## src/rtl/branch_pkg.sv

```systemverilog
// Shared types and defaults for the fetch-stage branch prediction slice.
package branch_pkg;

    localparam int unsigned BTB_ENTRIES_DEFAULT = 64;
    localparam int unsigned BTB_IDX_DEFAULT     = $clog2(BTB_ENTRIES_DEFAULT);

    // Tag is pc[31:IDX+2] zero-extended to a fixed width, so the entry type does not
    // depend on the BTB depth; constant-zero upper bits are trimmed by synthesis.
    localparam int unsigned TAG_W = 30;

    typedef struct packed {
        logic             valid;
        logic [TAG_W-1:0] tag;
        logic [31:0]      target;
    } btb_entry_t;

    typedef logic [0:0] fetch_state_e;
    localparam fetch_state_e BOOT = 1'b0;
    localparam fetch_state_e RUN  = 1'b1;

    function automatic logic [TAG_W-1:0] pc_tag(input logic [31:0] pc, input int unsigned idx_w);
        return TAG_W'(pc >> (idx_w + 2));
    endfunction

endpackage

```

## src/rtl/btb_store.sv

```systemverilog
// Direct-mapped BTB storage: async read, sync write, valid bits cleared on reset.
module btb_store
    import branch_pkg::*;
#(
    parameter int unsigned ENTRIES = BTB_ENTRIES_DEFAULT,
    parameter int unsigned IDX     = BTB_IDX_DEFAULT
) (
    input  logic           clk,
    input  logic           rst,
    input  logic [IDX-1:0] rd_idx_i,
    output btb_entry_t     rd_entry_o,
    input  logic           wr_en_i,
    input  logic [IDX-1:0] wr_idx_i,
    input  btb_entry_t     wr_entry_i
);

    logic [ENTRIES-1:0] valid_q, valid_d;
    logic [TAG_W-1:0]   tag_q    [ENTRIES];
    logic [31:0]        target_q [ENTRIES];

    always_comb begin
        valid_d = valid_q;
        if (wr_en_i) begin
            valid_d[wr_idx_i] = wr_entry_i.valid;
        end
    end

    always_ff @(posedge clk or posedge rst) begin
        if (rst) begin
            valid_q <= '0;
        end else begin
            valid_q <= valid_d;
        end
    end

    // Tags and targets carry no reset; the valid bit alone qualifies them.
    always_ff @(posedge clk) begin
        if (wr_en_i) begin
            tag_q[wr_idx_i]    <= wr_entry_i.tag;
            target_q[wr_idx_i] <= wr_entry_i.target;
        end
    end

    always_comb begin
        rd_entry_o.valid  = valid_q[rd_idx_i];
        rd_entry_o.tag    = tag_q[rd_idx_i];
        rd_entry_o.target = target_q[rd_idx_i];
    end

endmodule

```

## src/rtl/fetch_pc_gen.sv

```systemverilog
// Fetch-stage next-PC generator: BHT+BTB prediction, mispredict redirect, BTB training
// and branch statistics.
module fetch_pc_gen
    import branch_pkg::*;
#(
    parameter logic [31:0] RESET_PC    = 32'h0000_0000,
    parameter int unsigned BTB_ENTRIES = BTB_ENTRIES_DEFAULT
) (
    input  logic        clk,
    input  logic        rst,
    input  logic        stall_i,
    input  logic        predict_taken_i,
    input  logic        ex_valid_i,
    input  logic        ex_is_branch_i,
    input  logic [31:0] ex_pc_i,
    input  logic        ex_taken_i,
    input  logic [31:0] ex_target_i,
    input  logic        ex_pred_taken_i,
    input  logic [31:0] ex_pred_target_i,
    output logic [31:0] fetch_pc_o,
    output logic        fetch_valid_o,
    output logic        pred_taken_o,
    output logic [31:0] pred_target_o,
    output logic        redirect_o,
    output logic [31:0] branch_count_o,
    output logic [31:0] mispredict_count_o
);

    localparam int unsigned IDX = $clog2(BTB_ENTRIES);

    fetch_state_e state_q, state_d;
    logic [31:0]  pc_q, pc_d;
    logic [31:0]  branch_cnt_q, branch_cnt_d;
    logic [31:0]  mp_cnt_q, mp_cnt_d;

    btb_entry_t     rd_entry, wr_entry;
    logic [IDX-1:0] rd_idx, wr_idx;
    logic           btb_hit, ex_branch, train, mp;
    logic [31:0]    correct_pc;

    btb_store #(
        .ENTRIES (BTB_ENTRIES),
        .IDX     (IDX)
    ) u_btb (
        .clk        (clk),
        .rst        (rst),
        .rd_idx_i   (rd_idx),
        .rd_entry_o (rd_entry),
        .wr_en_i    (train),
        .wr_idx_i   (wr_idx),
        .wr_entry_i (wr_entry)
    );

    always_comb begin
        rd_idx        = pc_q[IDX+1:2];
        btb_hit       = rd_entry.valid && (rd_entry.tag == pc_tag(pc_q, IDX));
        pred_taken_o  = predict_taken_i && btb_hit;
        pred_target_o = pred_taken_o ? rd_entry.target : pc_q + 32'd4;
    end

    always_comb begin
        ex_branch  = ex_valid_i && ex_is_branch_i;
        mp         = ex_branch && ((ex_taken_i != ex_pred_taken_i) ||
                                   (ex_taken_i && (ex_target_i != ex_pred_target_i)));
        correct_pc = ex_taken_i ? ex_target_i : ex_pc_i + 32'd4;

        train           = ex_branch && ex_taken_i;
        wr_idx          = ex_pc_i[IDX+1:2];
        wr_entry.valid  = 1'b1;
        wr_entry.tag    = pc_tag(ex_pc_i, IDX);
        wr_entry.target = ex_target_i;
    end

    // A mispredict wins over stall: the stalled instruction is on the wrong path anyway.
    always_comb begin
        state_d = RUN;
        if (mp) begin
            pc_d = correct_pc;
        end else if (stall_i || state_q == BOOT) begin
            pc_d = pc_q;
        end else begin
            pc_d = pred_target_o;
        end
        branch_cnt_d = ex_branch ? branch_cnt_q + 32'd1 : branch_cnt_q;
        mp_cnt_d     = mp ? mp_cnt_q + 32'd1 : mp_cnt_q;
    end

    always_ff @(posedge clk or posedge rst) begin
        if (rst) begin
            state_q      <= BOOT;
            pc_q         <= RESET_PC;
            branch_cnt_q <= '0;
            mp_cnt_q     <= '0;
        end else begin
            state_q      <= state_d;
            pc_q         <= pc_d;
            branch_cnt_q <= branch_cnt_d;
            mp_cnt_q     <= mp_cnt_d;
        end
    end

    always_comb begin
        fetch_pc_o         = pc_q;
        fetch_valid_o      = (state_q == RUN);
        redirect_o         = mp;
        branch_count_o     = branch_cnt_q;
        mispredict_count_o = mp_cnt_q;
    end

endmodule
```

## config.mk

```make
export PLATFORM = sky130hd
export DESIGN_NAME = fetch_pc_gen
export DESIGN_NICKNAME = d
export VERILOG_FILES = /design/src/rtl/branch_pkg.sv /design/src/rtl/btb_store.sv /design/src/rtl/fetch_pc_gen.sv
export SDC_FILE = /design/constraint.sdc
export NUM_CORES = 2
export LEC_CHECK = 0
export CORE_MARGIN = 4
export CORE_UTILIZATION = 50
export CTS_CLUSTER_SIZE = 8
export DETAILED_ROUTE_END_ITERATION = 10
export PLACE_DENSITY = 0.7
export SLEW_MARGIN = 20
export SYNTH_ARGS = -nofsm -noshare
export SYNTH_HDL_FRONTEND = slang
export SYNTH_SLANG_ARGS = --single-unit
```

## constraint.sdc

```tcl
create_clock -name clk -period 7.2 [get_ports clk]
set_input_delay 1.08 -clock clk [delete_from_list [all_inputs] [get_ports clk]]
set_output_delay 1.08 -clock clk [all_outputs]
set_load 0.005 [all_outputs]
```

==> flow_summary.ini <==
[status]
status = finished with violations
violations = negative setup slack

[sta]
max_slew_margin_pct = 16.0
post-route-min-period_ns = 7.28
setup_ws_ns = -0.0761
final.setup_skew_ns = 0.0536
rsz0062_at_grt = no
worst_pin_slew_ns = 1.26
max_freq_ghz = 0.137
period_share_pct = 101
hold_viol_final = 0
slew_viol_final = 0
setup_viol = 1

[drt]
routed_via_density = 6.87
vias = 79547
wl_per_cell_um = 40.3
first_pass_iters = 8
remaining_drc_errors = 0
drtIter0Drc = 13848
ant_nets = 0
drt-total-wl_um = 467000

[synth]
syn_area_per_cell_um2 = 21.8
synth_mux_area_share_pct = 16.7
synth_top_family_by_area = multiplexers
seq_area_frac_synth_pct = 76.2
yosys.area.top_type = edfxtp_1
yosysWarnings = 0
yosysUniqueCellTypes = 85
synth_edf_count = 3584
synth_top_area_share_pct = 73.4
synth_flop_cell = edfxtp_1
synth_xor_area_share_pct = 1.01
syn_nets = 6829
ys_async_sr_fraction_pct = 4.30
synth-simple-area-share_pct = 2.56
ys_ff_latch = 3745
synth.area.top_cells = edfxtp_1 (73%), mux4_2 (15%), dfrtp_1 (2.7%)
synthAdderAreaFrac_pct = 0.0341
synthCells = 6721
synth_compound_area_share_pct = 2.06
synth_area_um2 = 147000

[floorplanning]
die_h_um = 550
io_pins = 235
row_count = 198
die_area_um2 = 302000
initial_core_util_pct = 50.3
design.core.area_um2 = 291000
fp.dieW_um = 550

[placement]
dp_hpwl_um = 260000
gp_congestion = 0.938
place.port_buffers = 234
place_area_um2 = 155000

[worst_setup_path]
cp_num_buf_inv = 5
critPathLaunch = fetch_pc_o[4]
critPathKind = reg -> out
slowest_delay_ns = 0.74
cpMaxStageDelayCell = xnor2_1
critPathCapture = pred_target_o[8]
endpoint_kind = primary output
rr_startpoint = fetch_pc_o[5]
cp.depth = 15
crit_arrival_ns = 6.20
start_kind = flip-flop
crit_chain = buf_12 > and2_1 > buf_12 > a22oi_1 > a21oi_1 > nor4_1 > buf_4 > a22oi_1 > xnor2_1 > nor3_1 > nand4_2 > buf_4 > nor3_1 > nor2_1 > clkdlybuf4s50_1
cp_data_required_time_ns = 6.12
worstPathMaxFanout = 29
critical-path-top-delay-family = buffers and inverters
r2r_end = fetch_pc_o[2]
ff2ff_path_depth = 13
reg2reg_slack_ns = 2.00

[grt]
grt_max_degree = 142
grt.overflow.total = 0
grt_pass1_vias = 78941
use_met1_pct = 40.2
antenna_found_initial = 32
grt_util_met3_pct = 8.92
met2_usage_pct = 46.1
busiest_layer = met2
grt_pass1_wl_um = 639000
grtUsageTotal_pct = 30.7

[power]
p_comb_share_pct = 21.1
p_switching_mw = 16.2
pwr-share-clk_pct = 38.1
ir_worst_vdd_uv = 223
internal_power_mw = 43.4
p_seq_share_pct = 40.8
p_sw_share_pct = 27.2
p_per_area_nw_per_um2 = 350
leakage_nw = 55.4

[clock_network]
clock_latency_ns = 0.94
cts_inserted_buffers = 542
cts_tree = built
cts_max_level = 6
clk_pin_slew_ns = 0.05
clock_path_buffers = 4
cts_root_buf = clkbuf_16
cts_num_sinks = 3745
cts_hold_buf = 0

[layout]
fin_nets = 7602
area.growth.synth_to_final_pct = 16.4
post-route-util_pct = 58.6
layout-drive-gt1-share_pct = 28.9
fin_area_um2 = 171000
n_fill_cell = 20355

[min_path]
worstHoldPathCells = 1
hold_class = reg -> reg

[run]
cap_violations = 0
## flip-flops by register name (all words and copies together) (netlist names)
register	cells
u_btb.target_q	2048
u_btb.tag_q	1536
u_btb.valid_q	64
branch_count_o	32
fetch_pc_o	32
mispredict_count_o	32
fetch_valid_o	1
## how the worst min path moves through the flow
| stage | slack, ns | startpoint | end |
|---|---|---|---|
| floorplan | 0.43 | u_btb.valid_q[56] | u_btb.valid_q[56] |
| CTS | 0.46 | u_btb.valid_q[45] | u_btb.valid_q[45] |
| finish | 0.46 | u_btb.valid_q[45] | u_btb.valid_q[45] |
| detailed placement | 0.45 | u_btb.valid_q[55] | u_btb.valid_q[55] |
| global placement | 0.45 | u_btb.valid_q[14] | u_btb.valid_q[14] |
| global route | 0.47 | u_btb.valid_q[5] | u_btb.valid_q[5] |
## synthesized netlist by cell type, types with 76 or more instances
master / number
edfxtp_1: 3584
mux4_2: 955
mux2i_1: 256
nor2_1: 195
dfrtp_1: 161
nand2_1: 160
buf_2: 122
clkbuf_1: 107
xnor2_1: 100
a22oi_1: 95
nand3_1: 78
a21oi_1: 76
## power groups by stage
stage               Sequential (mW)  Clock, mW  Combinational [mW]
floorplan                      24.6          0                8.07
global placement               24.8          0                12.0
detailed placement             24.8          0                12.1
CTS                            24.4       22.9                12.4
global route                   24.3       23.9                13.0
finish                         24.4       22.7                12.6
## cell usage in the layout, fill, tap and decap left out, types with 12 or more instances in the layout
cell type and instances:
diode_2 14, buf_12 66, nor4_1 12, xnor2_1 98, inv_6 22, nand2_1 160, edfxtp_1 3584, mux2i_1 256
o31ai_1 25, clkbuf_1 126, nand4_1 35, and3_1 47, a21oi_1 76, nand3_1 78, nor3_2 22, o21ai_0 43
a22oi_1 95, dfrtp_1 155, o211ai_1 12, mux4_2 955, nor2_1 129, inv_1 14, buf_2 55, nor2b_1 26
a221oi_1 18, nor2_4 65, o22ai_1 23, clkbuf_16 550, xor2_1 69, buf_4 281, a31oi_1 30, a211oi_1 22
clkinv_8 12, nor3_1 27, or2_2 69, clkdlybuf4s50_1 177, mux2_2 39
## kinds of logic after synthesis
group / after synthesis
compound gates: 430
flops: 3745
xor+xnor: 169
fa+ha+maj: 4
other cells: 1
buf+inv: 382
simple gates: 737
mux: 1253
## routing by layer
metal  wire [um]  part of all wire [%]
met1      157000                    34
met2      214000                    46
met3       62600                    13
met4       34200                   7.3
met5          79                 0.017
## area by class of cell
type                            instances  area, um^2  share of cell area, %
Sequential cell                      3745      112000                   65.4
Multi-Input combinational cell       2594       33400                   19.6
Clock buffer                          676       14200                   8.34
Timing Repair Buffer                  592        5740                   3.36
Tap cell                             3900        4880                   2.86
Clock inverter                         46         652                  0.382
Inverter                               19        88.8                 0.0520
Antenna cell                           14        35.0                 0.0205
## timing repair
item,in CTS,in global routing
gates cloned,2,0
resized for setup,10,7
endpoints found under the setup margin,33,33
buffers inserted,7,2
pin swaps,0,0
## stage by stage
step | hold slack, ns | std cells | setup slack, ns | TNS [ns] | power, mW
after detailed placement | 0.449 | 10836 | 0.699 | 0 | 36.9
final | 0.459 | 11586 | -0.0761 | -0.0761 | 59.7
after global placement | 0.445 | 10836 | 0.704 | 0 | 36.8
after global routing | 0.469 | 11578 | 0.00961 | 0 | 61.3
after CTS | 0.462 | 11567 | 0.00479 | 0 | 59.6
after floorplan | 0.431 | 6721 | 1.77 | 0 | 32.6
Power figures use the tool's default switching activity.
